===== config.mk =====
export PLATFORM = sky130hd
export DESIGN_NAME = vga_timing_gen
export DESIGN_NICKNAME = d
export VERILOG_FILES = /design/src/rtl/vga_timing_pkg.sv /design/src/rtl/vga_timing_gen_sync_delay_line.sv /design/src/rtl/vga_timing_gen.sv
export SDC_FILE = /design/constraint.sdc
export NUM_CORES = 1
export LEC_CHECK = 0
export ABC_AREA = 1
export ABC_CLOCK_PERIOD_IN_PS = 2300
export CORE_AREA = 2 2 79 81
export DETAILED_ROUTE_END_ITERATION = 8
export DIE_AREA = 0 0 81 83
export DONT_BUFFER_PORTS = 1
export SYNTH_ARGS = -nofsm -noshare
export SYNTH_HDL_FRONTEND = slang
export SYNTH_SLANG_ARGS = --single-unit

===== constraint.sdc =====
create_clock -name i_Clk -period 2.3 [get_ports i_Clk]
set_input_delay 0 -clock i_Clk [delete_from_list [all_inputs] [get_ports i_Clk]]
set_output_delay 0 -clock i_Clk [all_outputs]
set_load 0.1 [all_outputs]

===== src/rtl/vga_timing_pkg.sv =====
// Shared 640x480@60 timing constants and the col/row pair
// carried by the sync delay line.
package vga_timing_pkg;

  localparam int unsigned TOTAL_COLS    = 800;
  localparam int unsigned TOTAL_ROWS    = 525;
  localparam int unsigned ACTIVE_COLS   = 640;
  localparam int unsigned ACTIVE_ROWS   = 480;
  localparam int unsigned H_FRONT_PORCH = 16;
  localparam int unsigned H_SYNC_WIDTH  = 96;
  localparam int unsigned V_FRONT_PORCH = 10;
  localparam int unsigned V_SYNC_WIDTH  = 2;
  localparam int unsigned VIDEO_DELAY   = 2;

  localparam int unsigned H_SYNC_START =
    ACTIVE_COLS + H_FRONT_PORCH;
  localparam int unsigned H_SYNC_END =
    H_SYNC_START + H_SYNC_WIDTH - 1;
  localparam int unsigned V_SYNC_START =
    ACTIVE_ROWS + V_FRONT_PORCH;
  localparam int unsigned V_SYNC_END =
    V_SYNC_START + V_SYNC_WIDTH - 1;

  typedef struct packed {
    logic [9:0] col;
    logic [9:0] row;
  } pos_t;

endpackage


===== src/rtl/vga_timing_gen_sync_delay_line.sv =====
// Shift register of DEPTH stages, reset to INIT.
// Ports: clk_i, rst_ni (sync, active-low), d_i -> q_o.
module sync_delay_line #(
  parameter int unsigned   DEPTH = 2,
  parameter int unsigned   W     = 20,
  parameter logic [W-1:0]  INIT  = '0
) (
  input  logic         clk_i,
  input  logic         rst_ni,
  input  logic [W-1:0] d_i,
  output logic [W-1:0] q_o
);

  if (DEPTH == 0) begin : g_pass
    logic unused;
    assign unused = clk_i ^ rst_ni;
    assign q_o = d_i;
  end else begin : g_sr
    logic [W-1:0] sr_q [DEPTH];
    always_ff @(posedge clk_i) begin
      if (!rst_ni) begin
        for (int i = 0; i < DEPTH; i++)
          sr_q[i] <= INIT;
      end else begin
        sr_q[0] <= d_i;
        for (int i = 1; i < DEPTH; i++)
          sr_q[i] <= sr_q[i-1];
      end
    end
    assign q_o = sr_q[DEPTH-1];
  end

endmodule


===== src/rtl/vga_timing_gen.sv =====
// Raster counter for the game plus the VGA connector stage.
// Ports: i_Clk, i_Rst_L; o_HSync/o_VSync/o_Col/Row_Count/
// o_Frame_Start to the game; i_*_Video back; o_VGA_* out.
module vga_timing_gen
  import vga_timing_pkg::*;
#(
  parameter int unsigned c_TOTAL_COLS    = TOTAL_COLS,
  parameter int unsigned c_TOTAL_ROWS    = TOTAL_ROWS,
  parameter int unsigned c_ACTIVE_COLS   = ACTIVE_COLS,
  parameter int unsigned c_ACTIVE_ROWS   = ACTIVE_ROWS,
  parameter int unsigned c_H_FRONT_PORCH = H_FRONT_PORCH,
  parameter int unsigned c_H_SYNC_WIDTH  = H_SYNC_WIDTH,
  parameter int unsigned c_V_FRONT_PORCH = V_FRONT_PORCH,
  parameter int unsigned c_V_SYNC_WIDTH  = V_SYNC_WIDTH,
  parameter int unsigned c_VIDEO_DELAY   = VIDEO_DELAY
) (
  input  logic       i_Clk,
  input  logic       i_Rst_L,
  output logic       o_HSync,
  output logic       o_VSync,
  output logic [9:0] o_Col_Count,
  output logic [9:0] o_Row_Count,
  output logic       o_Frame_Start,
  input  logic [3:0] i_Red_Video,
  input  logic [3:0] i_Grn_Video,
  input  logic [3:0] i_Blu_Video,
  output logic       o_VGA_HSync,
  output logic       o_VGA_VSync,
  output logic [3:0] o_VGA_Red,
  output logic [3:0] o_VGA_Grn,
  output logic [3:0] o_VGA_Blu
);

  if (c_ACTIVE_COLS + c_H_FRONT_PORCH + c_H_SYNC_WIDTH
      > c_TOTAL_COLS) begin : g_bad_h
    $error("horizontal timing exceeds c_TOTAL_COLS");
  end
  if (c_ACTIVE_ROWS + c_V_FRONT_PORCH + c_V_SYNC_WIDTH
      > c_TOTAL_ROWS) begin : g_bad_v
    $error("vertical timing exceeds c_TOTAL_ROWS");
  end
  if (c_VIDEO_DELAY > 7) begin : g_bad_d
    $error("c_VIDEO_DELAY must be 0..7");
  end

  localparam logic [9:0] LP_COL_MAX = 10'(c_TOTAL_COLS - 1);
  localparam logic [9:0] LP_ROW_MAX = 10'(c_TOTAL_ROWS - 1);
  localparam logic [9:0] LP_ACT_C   = 10'(c_ACTIVE_COLS);
  localparam logic [9:0] LP_ACT_R   = 10'(c_ACTIVE_ROWS);
  localparam logic [9:0] LP_HS_BEG  =
    10'(c_ACTIVE_COLS + c_H_FRONT_PORCH);
  localparam logic [9:0] LP_HS_END  =
    10'(c_ACTIVE_COLS + c_H_FRONT_PORCH + c_H_SYNC_WIDTH - 1);
  localparam logic [9:0] LP_VS_BEG  =
    10'(c_ACTIVE_ROWS + c_V_FRONT_PORCH);
  localparam logic [9:0] LP_VS_END  =
    10'(c_ACTIVE_ROWS + c_V_FRONT_PORCH + c_V_SYNC_WIDTH - 1);
  localparam pos_t LP_RST_POS =
    '{col: LP_COL_MAX, row: LP_ROW_MAX};

  logic [9:0] col_q, col_d;
  logic [9:0] row_q, row_d;
  logic       hs_q, vs_q, fs_q;

  always_comb begin
    col_d = col_q + 10'd1;
    row_d = row_q;
    if (col_q == LP_COL_MAX) begin
      col_d = '0;
      row_d = (row_q == LP_ROW_MAX) ? '0 : row_q + 10'd1;
    end
  end

  // Game syncs come from the next-state counts so they line
  // up with the counts shown in the same cycle.
  always_ff @(posedge i_Clk) begin
    if (!i_Rst_L) begin
      col_q <= LP_COL_MAX;
      row_q <= LP_ROW_MAX;
      hs_q  <= 1'b0;
      vs_q  <= 1'b0;
      fs_q  <= 1'b0;
    end else begin
      col_q <= col_d;
      row_q <= row_d;
      hs_q  <= col_d < LP_ACT_C;
      vs_q  <= row_d < LP_ACT_R;
      fs_q  <= (col_d == '0) && (row_d == '0);
    end
  end

  pos_t cur, dly;
  assign cur = '{col: col_q, row: row_q};

  sync_delay_line #(
    .DEPTH (c_VIDEO_DELAY),
    .W     ($bits(pos_t)),
    .INIT  (LP_RST_POS)
  ) u_dly (
    .clk_i  (i_Clk),
    .rst_ni (i_Rst_L),
    .d_i    (cur),
    .q_o    (dly)
  );

  logic        active;
  logic        vhs_q, vvs_q;
  logic [11:0] rgb_q;

  assign active = (dly.col < LP_ACT_C) && (dly.row < LP_ACT_R);

  always_ff @(posedge i_Clk) begin
    if (!i_Rst_L) begin
      vhs_q <= 1'b1;
      vvs_q <= 1'b1;
      rgb_q <= '0;
    end else begin
      vhs_q <= !((dly.col >= LP_HS_BEG) && (dly.col <= LP_HS_END));
      vvs_q <= !((dly.row >= LP_VS_BEG) && (dly.row <= LP_VS_END));
      rgb_q <= active ? {i_Red_Video, i_Grn_Video, i_Blu_Video}
                      : 12'h000;
    end
  end

  assign o_HSync       = hs_q;
  assign o_VSync       = vs_q;
  assign o_Col_Count   = col_q;
  assign o_Row_Count   = row_q;
  assign o_Frame_Start = fs_q;
  assign o_VGA_HSync   = vhs_q;
  assign o_VGA_VSync   = vvs_q;
  assign o_VGA_Red     = rgb_q[11:8];
  assign o_VGA_Grn     = rgb_q[7:4];
  assign o_VGA_Blu     = rgb_q[3:0];

endmodule


After elaboration in Yosys (flattened, before gate mapping):

Memory sizes are Yosys's and may differ from the RTL's.
Cells that the tools add are included.

* flip-flop bits (word level): 37
* RAM bits: 40
* output and inout bits: 37
* logic and storage cells: 39
* memories kept: 1

* add/subtract/negate cells: 2
* $lt $le $gt $ge: 8
* equal/unequal tests: 2
* mux-type cells: 7
* bitwise gates (word level): 2
* reductions and logical operators: 9

Memories
* u_dly.g_sr.sr_q: words 2, width 20, rd ports 2, clocked after Yosys merged registers in 0, wr ports 2, RTL line vga_timing_gen_sync_delay_line.sv:19 `logic [W-1:0] sr_q [DEPTH];`

Operator list (number)
* $mux W20: 2
* $mux W10: 3
* $add A10 B1 Y10 const B: 2
* $eq A10 B10 Y1 const B: 2
* $logic_not A10 Y1: 2
* $lt A10 B10 Y1 const B: 2
* $lt A10 B9 Y1 const B: 2
* $ge A10 B10 Y1 const B: 1
* $ge A10 B9 Y1 const B: 1
* $le A10 B10 Y1 const B: 1
* $le A10 B9 Y1 const B: 1
* $logic_and A1 B1 Y1: 4
* $logic_not A1 Y1: 2
* $mux W1: 2
* $or A1 B1 Y1: 2
* $reduce_and A2 Y1: 1

Longest topological paths before layout:

Gate-level depths: netlist of run 1.

* word-level depth: 5
* gate-level depth with buffers: 12
* gate-level depth less buffers: 12

Modules after synthesis:

Synthesis of run 1 repeated with hierarchy kept, for this count alone.

* cells, all modules: 405
* area, all modules: 3042.9 sq um

By module, submodules not included
* vga_timing_gen: times used 1, cells an instance 261, area each 1766.7 sq um
* sync_delay_line: times used 1, cells an instance 144, area each 1276.2 sq um

Least setup slack after synthesis of run 1:

No wires, ideal clock.

* kind: register to register
* start point: register col_q[0] (netlist: o_Col_Count[0])
* end point: register vs_q (netlist: o_VSync)
* setup time: 0.066 ns
* data arrival time: 2.288 ns
* data required time: 2.234 ns
* slack: -0.054 ns
* cell stages (with the launch flop): 11
* buffers on the path: 1
* cells stage by stage: dfxtp_1 > ha_1 > nand2_2 > nor2_4 > nand3_2 > buf_6 > nor3_2 > nand2_1 > o21ai_2 > inv_1 > a21oi_2

* longest elaborated chain between the ends: 3

Ends and longest elaborated chain
* start, declared: RTL line vga_timing_gen.sv:61 `logic [9:0] col_q, col_d;`
* start signal, assigned: RTL line vga_timing_gen.sv:84 `col_q <= col_d;`
* $eq A10 B10 Y1: RTL line vga_timing_gen.sv:68 `if (col_q == LP_COL_MAX) begin`
* $mux W10: RTL line vga_timing_gen.sv:68
* $lt A10 B9 Y1: RTL line vga_timing_gen.sv:87 `vs_q <= row_d < LP_ACT_R;`
* end signal, assigned: RTL line vga_timing_gen.sv:87
* end, declared: RTL line vga_timing_gen.sv:63 `logic hs_q, vs_q, fs_q;`

Every way passes these cells.
A chain may end at the register's enable or synchronous reset.

Worst setup path after layout of run 1:

Ends and elaborated chain as after synthesis.

==> impl_metrics.tcl, run 1 <==
set metrics [dict create \
    cp_max_fo 12 \
    n_antenna_cell 0 \
    clock_sinks 67 \
    final_cells 462 \
    yosysWarnings 0 \
    fmax_ghz 0.544 \
    critPathArrivalTime_ps 2110 \
    fin_crit_sh_pct 80.0 \
    syn-num-nets 364 \
    dr.pass1.iters 4 \
    p_leak_nw 1.59 \
    routed_via_density 4.55 \
    rows 28 \
    grt_pass1_wl_um 8920 \
    setup_violations 0 \
    avgSynthCellArea_um2 7.47 \
    clk_latency_ps 340 \
    drc 0 \
    synth_common_cells "nand2_1 (91), dfxtp_1 (67), inv_1 (64), nor2_1 (45), nand3_1 (19)" \
    fin_nets 399 \
    ctsResizeCount 0 \
    rsz0062_at_grt "false" \
    maxCapViolCount 0 \
    grt.overflow.total 0 \
    antenna_found_initial 0 \
    ys_seq_area_share_pct 51.8 \
    n_fill_cell 578 \
    synthArstFlopShare_pct 0 \
    die_w_um 81 \
    ant_nets 0 \
    yosysMostFrequentCell "nand2_1" \
    routed_wl_um 5280 \
    cts_tree "yes" \
    track_usage_pct 17.2 \
    ir_drop_mv 0.877 \
    port_buffers 0 \
    synth.distinct_cells 30 \
    max-slew-margin-rel_pct 21.6 \
    drive_gt1_share_pct 15.5 \
    synth_area_um2 2590 \
    clk_pin_slew_worst_paths_ps 80 \
    place_congestion 0.868 \
    ioPinCount 51 \
    hpwl_um 3670 \
    ys_seq_elements 67 \
    dp_cells 433 \
    cts-root-buf "clkbuf_8" \
    endpoint_kind "register" \
    syn_to_final_growth_pct 19.5 \
    synth_edf_count 0 \
    finClkSkew_ps 10.0 \
    status "complete, no violations" \
    crit_required_ps 2570 \
    min_path_type "in -> reg" \
    wl_per_cell_um 11.4 \
    power_density_nw_per_um2 1370 \
    p_total_mw 4.23 \
    vias 2103 \
    synth_flop_cell "dfxtp_1" \
    grt_max_degree 34 \
    drv_slew 0 \
    grt_pass1_vias 1996 \
    timing.final.hold_violations 0 \
    tightest_slew_ps 1170 \
    die-area_um2 6720 \
    setup_tns_ps 0 \
    chipHeight_um 83 \
    synth.area.top_cells "dfxtp_1 (52%), nand2_1 (13%), inv_1 (9.3%)" \
    ctsHtreeMaxLevel 3 \
    crit_path_start_kind "register" \
    syn_inst 347 \
    cts-buffers-inserted 9 \
    path_class "reg -> reg" \
    yosysTopAreaCellShare_pct 51.8 \
    initial_core_util_pct 44.6 \
    dr.first_iter.drc_count 67 \
    cts_buffer_depth 2 \
    core_area_um2 5820 \
    finalCriticalPeriod_ps 1840 \
    synth_top_area_cell "dfxtp_1" \
]
==> placed cells by master (no fill, tap or decap), types with 2 or more instances in the layout <==
| master | Yosys | final |
|---|---|---|
| nor3_1 | 3 | 3 |
| dlygate4sd3_1 | 0 | 13 |
| inv_1 | 64 | 64 |
| o21ai_0 | 10 | 10 |
| nand3_2 | 2 | 2 |
| nor2_1 | 45 | 45 |
| a21oi_1 | 3 | 3 |
| nand2_2 | 3 | 3 |
| ha_1 | 3 | 3 |
| nor2_4 | 2 | 2 |
| clkinv_2 | 0 | 2 |
| clkinvlp_4 | 0 | 3 |
| nand2_1 | 91 | 91 |
| clkbuf_8 | 0 | 9 |
| buf_4 | 0 | 20 |
| or2_2 | 8 | 8 |
| dfxtp_2 | 0 | 3 |
| nand4_1 | 5 | 5 |
| nand3_1 | 19 | 19 |
| nor2_2 | 2 | 2 |
| dfxtp_1 | 67 | 64 |
==> worst paths after layout <==
| path | from | end | slack, ps | cells past startpoint |
|---|---|---|---|---|
| worst max-delay path | o_Col_Count[0] | o_VSync | 460 | 8 |
| worst min-delay path | i_Rst_L | o_Row_Count[5] | 110 | 2 |
| worst max register to register | o_Col_Count[0] | o_VSync | 460 | 8 |
| worst min register to register | u_dly.g_sr.sr_q[0][6] | u_dly.g_sr.sr_q[0][26] | 410 | 2 |
==> final cells by class <==
class | instances | area [um2] | area share [%]
Timing Repair Buffer | 33 | 280 | 9.05
Tap cell | 75 | 93.8 | 3.03
Clock buffer | 10 | 128 | 4.12
Multi-Input combinational cell | 206 | 963 | 31.1
Sequential cell | 67 | 1350 | 43.5
Inverter | 65 | 244 | 7.88
Clock inverter | 6 | 41.3 | 1.33
==> critical path: stages, from the launching register on <==
cell	delay, ps
dfxtp_2	340
ha_1	170
nand2_2	100
nor2_4	150
nand3_2	280
or2_2	390
nand3_1	100
nand2_1	80
a21oi_2	150
==> what timing repair did <==
action,CTS,global route
hold buffers,13,0
setup buffers,0,0
hold endpoints to repair,47,0
==> flip-flops by register name (all words and copies together), names as in the netlist <==
| name | cells |
|---|---|
| o_VGA_VSync | 1 |
| o_HSync | 1 |
| rgb_q | 12 |
| o_Col_Count | 10 |
| o_Frame_Start | 1 |
| u_dly.g_sr.sr_q | 30 |
| o_VSync | 1 |
| o_VGA_HSync | 1 |
| o_Row_Count | 10 |
==> where the power goes <==
| group | leakage, nW | switching [mW] | total, mW | internal, mW |
|---|---|---|---|---|
| Sequential | 0.544 | 0.227 | 1.55 | 1.32 |
| Combinational | 0.968 | 1.40 | 1.84 | 0.433 |
| Clock | 0.0787 | 0.452 | 0.843 | 0.391 |
==> through the flow <==
step	hold slack (ps)	instance area, um2	utilization [%]	worst slack [ps]
after detailed placement	76.2	2800	48.1	510
after global placement	76.3	2800	48.1	549
final	113	3100	53.2	460
after floorplan	112	2590	-	12.9
after global routing	151	3100	53.2	277
after CTS	110	3100	53.2	457
==> layer usage <==
metal  up-vias  wire length [um]  GRT usage, %
li1       1110                 -             -
met3         6               249          4.46
met4         0                83          9.86
met2        55              2560          27.0
met1       932              2390          21.0
met5         -                 0             0
==> cells by family (layout without fill, tap and decap cells) <==
group,after synthesis,count (layout),synth area share [%]
adders and majority gates,3,3,1.45
DFF,67,67,51.8
AOI/OAI and AO/OA,19,19,4.39
and+or+nand+nor,183,183,31.0
xor gates and xnor gates,1,1,0.338
buffers and inverters,74,114,11.1
Note: power is estimated with default switching activity, not from simulation.
==> run 2, diff against run 1 <==
- ABC_CLOCK_PERIOD_IN_PS: 2300 -> 1900
- clock period: 2.3 -> 1.9 ns (I/O delays scaled with it)
==> impl_metrics.tcl, run 2 (synthesis results as in run 1) <==
set metrics [dict create \
    clk_latency_ps 340 \
    drc 0 \
    die-area_um2 6720 \
    crit_path_start_kind "register" \
    switching_share_pct 45.2 \
    p_int_mw 3.08 \
    antenna_found_initial 0 \
    grt.overflow.total 0 \
    finClkSkew_ps 7.64 \
    maxCapViolCount 0 \
    cts-root-buf "clkbuf_8" \
    cp_max_fo 6 \
    die_w_um 81 \
    pwr-share-seq_pct 31.0 \
    endpoint_kind "register" \
    dr.pass1.iters 4 \
    wl_per_cell_um 11.9 \
    setup_violations 0 \
    chipHeight_um 83 \
    grt_pass1_vias 2146 \
    syn_to_final_growth_pct 30.1 \
    ant_nets 0 \
    n_antenna_cell 0 \
    track_usage_pct 18.3 \
    final_util_pct 58.0 \
    clock_sinks 67 \
    fin_crit_sh_pct 91.1 \
    timing.final.hold_violations 0 \
    dr.first_iter.drc_count 76 \
    path_class "reg -> reg" \
    p_switching_mw 2.54 \
    routed_wl_um 5760 \
    rows 28 \
    initial_core_util_pct 44.6 \
    p_total_mw 5.62 \
    layout_common_cells "nand2_1 (91), inv_1 (64), dfxtp_1 (49)" \
    tightest_slew_ps 857 \
    p_leak_nw 1.75 \
    cts-buffers-inserted 9 \
    fin_nets 420 \
    hpwl_um 3860 \
    core_area_um2 5820 \
    drv_slew 0 \
    cts_buffer_depth 2 \
    vias 2237 \
    min_path_type "in -> reg" \
    fin_hold_ws_ps 321 \
    reg.largest.list "u_dly.g_sr.sr_q (30), rgb_q (12)" \
    ctsHtreeMaxLevel 3 \
    finalCriticalPeriod_ps 1730 \
    cts_tree "yes" \
    pwr-share-clk_pct 24.4 \
    clk_pin_slew_worst_paths_ps 70 \
    status "complete, no violations" \
    place_congestion 0.881 \
    drive_gt1_share_pct 23.3 \
    grt_max_degree 35 \
    fmax_ghz 0.578 \
    routed_via_density 4.64 \
    port_buffers 0 \
    power_density_nw_per_um2 1670 \
    crit_required_ps 2120 \
    comb_power_share_pct 44.6 \
    layout_commonest_cell "nand2_1" \
    ir_drop_mv 1.05 \
    grt_pass1_wl_um 9530 \
    max-slew-margin-rel_pct 42.8 \
    ioPinCount 51 \
    cts_setup_buffers 0 \
    critPathArrivalTime_ps 1950 \
    setup_tns_ps 0 \
    largest_register "u_dly.g_sr.sr_q" \
    largest_reg_flops 30 \
]
-- run 2: cell count changes in the layout (fill, tap and decap cells not counted), sizes merged --
cell,before,now
clkinvlp,3,0
clkinv,2,1
inv,66,65
buf,20,41
clkbuf,10,12
bufinv,0,2
-- run 2: area by class of cell --
type	instances	area [um2]
clock buffers	12	166
inverters	65	244
clock inverters	3	68.8
fillers	535	2440
flip-flops and latches	67	1370
repair buffers	54	458
multi-input cells	206	968
well taps	75	93.8
-- run 2: repair_timing --
item / CTS / global route
endpoints found under the hold margin: 49 / 0
gates resized for setup: 0 / 5
setup endpoints to repair: 0 / 4
hold buffers: 14 / 0
-- run 2: metrics by stage --
stage	setup slack (ps)	instances	instance area, um2
3_3_place_gp	209	453	2970
6_report	169	482	3370
3_5_place_dp	143	453	2970
4_1_cts	107	482	3360
2_1_floorplan	5.52	347	2620
5_1_grt	-0.0642	482	3370
-- run 2: routing by layer --
metal,routed length (um),global-route usage (%)
met1,2550,22.3
met2,2710,29.8
met3,371,4.02
met4,119,9.09
met5,0,0
-- run 2: final timing paths --
path | slack, ps | start | cells past startpoint | endpoint
max | 170 | o_Col_Count[5] | 8 | o_HSync
min | 320 | i_Red_Video[1] | 3 | rgb_q[9]
max reg2reg | 170 | o_Col_Count[5] | 8 | o_HSync
min reg2reg | 410 | u_dly.g_sr.sr_q[0][9] | 1 | u_dly.g_sr.sr_q[0][29]
-- run 2: critical path: stages, from the launching register on --
cell and delay (ps):
dfxtp_2 320, buf_4 320, nand2_1 150, nor2_1 110
nand3_1 110, o21ai_0 200, inv_1 70, o21ai_0 200
o21ai_0 130
-- run 2: power groups by stage --
stage	clock, mW	sequential, mW	combinational, mW
floorplan	0	2.75	0.959
global route	1.46	1.77	2.71
global placement	0	1.77	2.41
CTS	1.40	1.74	2.48
finish	1.37	1.74	2.50
detailed placement	0	1.77	2.42
